### src/rtl/bus_arbiter_2m.sv
// ============================================================================
// Module      : bus_arbiter_2m
// Description : Two-master to one-slave bus arbiter. Round-robin or fixed
//               priority arbitration, a bounded m1 lock for loader bursts,
//               and a one-cycle read-return router back to the reading master.
// Revision    : 1.0 - initial release
// ============================================================================
`default_nettype none

module bus_arbiter_2m #(
    parameter int FIXED_PRIO = 0,
    parameter int LOCK_MAX   = 16
) (
    input  logic        clk,
    input  logic        rstn,
    // master 0
    input  logic        m0_wr,
    input  logic [31:0] m0_waddr,
    input  logic [31:0] m0_wdata,
    input  logic [3:0]  m0_wstrb,
    input  logic        m0_rd,
    input  logic [31:0] m0_raddr,
    output logic [31:0] m0_rdata,
    output logic        m0_stall,
    // master 1
    input  logic        m1_wr,
    input  logic [31:0] m1_waddr,
    input  logic [31:0] m1_wdata,
    input  logic [3:0]  m1_wstrb,
    input  logic        m1_rd,
    input  logic [31:0] m1_raddr,
    output logic [31:0] m1_rdata,
    output logic        m1_stall,
    input  logic        m1_lock,
    // slave
    output logic        s_wr,
    output logic        s_rd,
    output logic [31:0] s_waddr,
    output logic [31:0] s_raddr,
    output logic [31:0] s_wdata,
    output logic [3:0]  s_wstrb,
    input  logic [31:0] s_rdata
);

    localparam logic [7:0] c_LOCK_MAX = 8'(LOCK_MAX);
    localparam logic       c_FIXED    = (FIXED_PRIO != 0);

    logic       w_req0;
    logic       w_req1;
    logic       w_lock_win;
    logic       w_grant0;
    logic       w_grant1;

    logic       r_last_grant;   // 0 = m0, 1 = m1
    logic       r_lock_prev;    // m1 held the grant with m1_lock last cycle
    logic [7:0] r_lock_cnt;
    logic [1:0] r_rd_owner;     // one-hot {m1, m0}

    // Grant decision: lock override first, then contention policy, then sole requester
    always_comb begin
        w_req0     = m0_wr | m0_rd;
        w_req1     = m1_wr | m1_rd;
        w_lock_win = r_lock_prev & w_req1 & (r_lock_cnt < c_LOCK_MAX);
        w_grant0   = 1'b0;
        w_grant1   = 1'b0;
        if (rstn) begin
            if (w_lock_win) begin
                w_grant1 = 1'b1;
            end else if (w_req0 && w_req1) begin
                // m0 wins a tie under fixed priority, or when m1 was served last
                if (c_FIXED || r_last_grant) begin
                    w_grant0 = 1'b1;
                end else begin
                    w_grant1 = 1'b1;
                end
            end else if (w_req0) begin
                w_grant0 = 1'b1;
            end else if (w_req1) begin
                w_grant1 = 1'b1;
            end
        end
    end

    // Forward the granted master's fields to the slave, zero when idle
    always_comb begin
        s_wr    = (w_grant0 & m0_wr) | (w_grant1 & m1_wr);
        s_rd    = (w_grant0 & m0_rd) | (w_grant1 & m1_rd);
        s_waddr = '0;
        s_raddr = '0;
        s_wdata = '0;
        s_wstrb = '0;
        if (w_grant0) begin
            s_waddr = m0_waddr;
            s_raddr = m0_raddr;
            s_wdata = m0_wdata;
            s_wstrb = m0_wstrb;
        end else if (w_grant1) begin
            s_waddr = m1_waddr;
            s_raddr = m1_raddr;
            s_wdata = m1_wdata;
            s_wstrb = m1_wstrb;
        end
    end

    // Stall losers (everyone during reset); route read data to last cycle's reader
    always_comb begin
        m0_stall = ~rstn | (w_req0 & ~w_grant0);
        m1_stall = ~rstn | (w_req1 & ~w_grant1);
        m0_rdata = r_rd_owner[0] ? s_rdata : '0;
        m1_rdata = r_rd_owner[1] ? s_rdata : '0;
    end

    // Remember who was served last; idle cycles keep the previous owner
    always_ff @(posedge clk or negedge rstn) begin
        if (!rstn) begin
            r_last_grant <= 1'b1;
        end else if (w_grant0) begin
            r_last_grant <= 1'b0;
        end else if (w_grant1) begin
            r_last_grant <= 1'b1;
        end
    end

    // Track the m1 lock and count locked grants taken while m0 is waiting
    always_ff @(posedge clk or negedge rstn) begin
        if (!rstn) begin
            r_lock_prev <= 1'b0;
            r_lock_cnt  <= 8'd0;
        end else begin
            r_lock_prev <= w_grant1 & m1_lock;
            if (!w_grant1 || !m1_lock) begin
                r_lock_cnt <= 8'd0;
            end else if (w_lock_win && w_req0 && (r_lock_cnt != 8'hFF)) begin
                r_lock_cnt <= r_lock_cnt + 8'd1;
            end
        end
    end

    // Capture which master's read was accepted; cleared at once by reset
    always_ff @(posedge clk or negedge rstn) begin
        if (!rstn) begin
            r_rd_owner <= 2'b00;
        end else begin
            r_rd_owner <= {w_grant1 & m1_rd, w_grant0 & m0_rd};
        end
    end

endmodule

`default_nettype wire

### config.mk
export PLATFORM = sky130hd
export DESIGN_NAME = bus_arbiter_2m
export DESIGN_NICKNAME = d
export VERILOG_FILES = /design/src/rtl/bus_arbiter_2m.sv
export SDC_FILE = /design/constraint.sdc
export NUM_CORES = 1
export LEC_CHECK = 0
export CORE_AREA = 10 10 151 153
export CTS_CLUSTER_DIAMETER = 30
export CTS_CLUSTER_SIZE = 30
export DETAILED_ROUTE_END_ITERATION = 10
export DIE_AREA = 0 0 161 163
export GPL_TIMING_DRIVEN = 0
export PLACE_DENSITY = 0.54
export SLEW_MARGIN = 20
export SYNTH_ARGS = -nofsm -noshare
export SYNTH_HDL_FRONTEND = slang
export SYNTH_SLANG_ARGS = --single-unit
### constraint.sdc
create_clock -name clk -period 2 [get_ports clk]
set_input_delay 0.4 -clock clk [delete_from_list [all_inputs] [get_ports clk]]
set_output_delay 0.4 -clock clk [all_outputs]
set_load 0.02 [all_outputs]
==> impl_metrics.tcl <==
set metrics [dict create \
    status "complete, but fails checks" \
    violations "setup timing" \
    grt.overflow.total 0 \
    die_h_um 163 \
    layout.nets 906 \
    maxSlewHeadroom_pct 62.8 \
    reg2reg_setup_slack_ns 0 \
    p_leak_nw 3.79 \
    worst_slew_pin_slew_ns 0.550 \
    dieArea_mm2 0.0262 \
    cp-startpoint "r_lock_cnt[7]" \
    drc 0 \
    ant_nets 0 \
    vias 3757 \
    worstPathArrival_ns 2.29 \
    tritoncts "built" \
    die_x_um 161 \
    stdcell_count 935 \
    rows 52 \
    wire_per_inst_um 22.0 \
    endpoint_kind "primary output" \
    hold_ws_ns 0.100 \
    grt_pass1_wl_um 28200 \
    wl_um 20600 \
    gp_congestion 0.846 \
    mostFrequentLayoutCell "clkdlybuf4s50_1" \
    ys_ff_latch 12 \
    hold_buffers 0 \
    fmax_mhz 372 \
    fill_cells 2008 \
    worstPathRequired_ns 1.60 \
    cp_max_fo 10 \
    antenna_cells 0 \
    hold_viol 0 \
    crit_buf_inv 4 \
    hpwl_um 17900 \
    peakVddDrop_mv 0.272 \
    cts_buffer_depth 2 \
    syn2layout_area_growth_pct 260 \
    syn-instance-count 241 \
    start_util_pct 10.4 \
    drtIter0Drc 146 \
    cts.sinks 12 \
    gr-usage-all-layers_pct 13.8 \
    synth_cell_types 28 \
    critPathSlowestCell "or4b_4" \
    cts_inserted_buffers 3 \
    synth_fp_nets 481 \
    post-route-period-util_pct 134 \
    ys_warn_count 0 \
    grt_max_degree 20 \
    drive_gt1_share_pct 31.6 \
    regToRegStartpoint "r_lock_cnt[7]" \
    yosysSeqAreaShare_pct 14.6 \
    cpLargestDelayFamily "simple AND/OR/NAND/NOR gates" \
    hold_class "in -> async" \
    cp-start-kind "register" \
    core_mm2 0.0199 \
    io_buffers 406 \
    path_cells "or4b_4, o22ai_4, nor3b_4, buf_6, buf_12, buf_12, a22o_4, buf_6" \
    skew_ns 0.00411 \
    syn-cell-area_mm2 0.00206 \
    grt_pass1_vias 4204 \
    htreeDepth 1 \
    synthDominantCellAreaShare_pct 42.9 \
    slew_viol_final 0 \
    fin_util_pct 37.3 \
    crit_type "reg -> out" \
    clock_latency_ns 0.24 \
    rsz0062_at_grt "yes" \
    critPathMaxStageDelay_ns 0.56 \
    yosysTopAreaCell "a22o_1" \
    dp_cells 917 \
    avgViaCountPerCell 4.02 \
    setup_violations 105 \
    maxCapViolCount 0 \
    p_per_area_mw_per_mm2 522 \
    io_pins 407 \
    cts_root_buf "clkbuf_16" \
    post_synth.cell_area_avg_um2 8.56 \
    antenna_found_initial 0 \
    period_minus_slack_ns 2.69 \
    synth_area_leaders "a22o_1, and2_1, dfrtp_1" \
    final_cell_mix "clkdlybuf4s50_1, buf_6, and2_1, a22o_1, a22o_4" \
    finalWorstSetupSlack_ns -0.686 \
    worst_setup_hold_path_clk_slew_ns 0.04 \
    first_pass_iters 6 \
]
[power by group]
group / internal (mW) / leakage, nW / switching [mW]
Sequential: 0.263 / 0.161 / 0.0119
Clock: 0.301 / 0.0442 / 0.0992
Combinational: 1.79 / 3.59 / 1.41
Total: 2.35 / 3.79 / 1.52
[sequential cells by signal, indices dropped and copies added, names as in the netlist]
signal and flops:
r_last_grant 1, r_lock_cnt 8, r_lock_prev 1, r_rd_owner 2
[layer usage]
metal	GRT usage [%]	routed length (um)	vias up
met5	0	0	-
met4	1.32	122	0
met3	5.74	2020	10
met2	26.2	11100	227
met1	14.3	7310	1738
li1	-	-	1782
[cells by family after synthesis]
family | Yosys count | synth area share (%)
adder cells (fa/ha/maj) | 1 | 0.606
flip-flops | 12 | 14.6
XOR/XNOR | 3 | 1.27
AO/OA/AOI/OAI | 109 | 46.1
multiplexers | 1 | 0.485
AND/OR/NAND/NOR | 86 | 25.6
buffers and inverters | 29 | 11.3
[synthesized netlist by cell type]
library cell and n:
buf_6 16, nor2_1 8, o22ai_4 1, nor3_1 1, a22o_1 101, xnor2_1 3
ha_1 1, and2_1 69, nand2_1 1, nor3b_2 1, nor4_1 1, o21bai_1 1
a41oi_1 1, a21o_1 1, or4b_4 1, inv_1 1, clkbuf_1 10, and3_1 1
buf_2 1, o21ai_0 2, dfrtp_1 11, a21oi_1 1, nor4b_1 1, o21a_1 1
dfstp_2 1, buf_4 1, mux2i_1 1, nand3_1 2
[metrics by stage]
stage	setup WS (ns)	area (um2)	total power, mW	TNS (ns)
2_1_floorplan	-0.221	2510	1.71	-19.53
3_3_place_gp	-1.82	6910	3.22	-174.59
3_5_place_dp	-1.84	6910	3.23	-175.10
4_1_cts	-0.747	6810	3.53	-74.41
5_1_grt	-0.773	7420	4.08	-73.22
6_report	-0.686	7420	3.88	-64.94
[worst register-to-register path, delay by kind of cell (launching register included)]
family                 cells  cell delay, ns
AND/OR/NAND/NOR            3            1.09
multiplexers               1            0.27
buffers and inverters      1            0.16
flip-flops                 1            0.37
[worst paths after layout]
check | cells past startpoint | end
max | 8 | s_raddr[10]
min | 1 | r_lock_cnt[3]
max reg2reg | 5 | r_lock_cnt[1]
min reg2reg | 1 | r_lock_cnt[7]
max in group asynchronous | 1 | r_last_grant
min in group clk | 1 | r_lock_cnt[7]
[cell type report]
| type | count | area [um2] | area share [%] |
|---|---|---|---|
| multi-input combinational | 200 | 1990 | 26.8 |
| inverter | 1 | 3.75 | 0.0506 |
| tap | 270 | 338 | 4.55 |
| sequential | 12 | 303 | 4.08 |
| timing repair buffer | 420 | 4280 | 57.7 |
| clock buffer | 4 | 88.8 | 1.20 |
| buffer | 28 | 418 | 5.63 |
[timing repair]
action,CTS,global route
buffers inserted,6,3
endpoints found under the setup margin,169,138
gates cloned,0,6
resized for setup,552,181
pin swaps,7,40
Note: power is estimated with default switching activity, not from simulation.
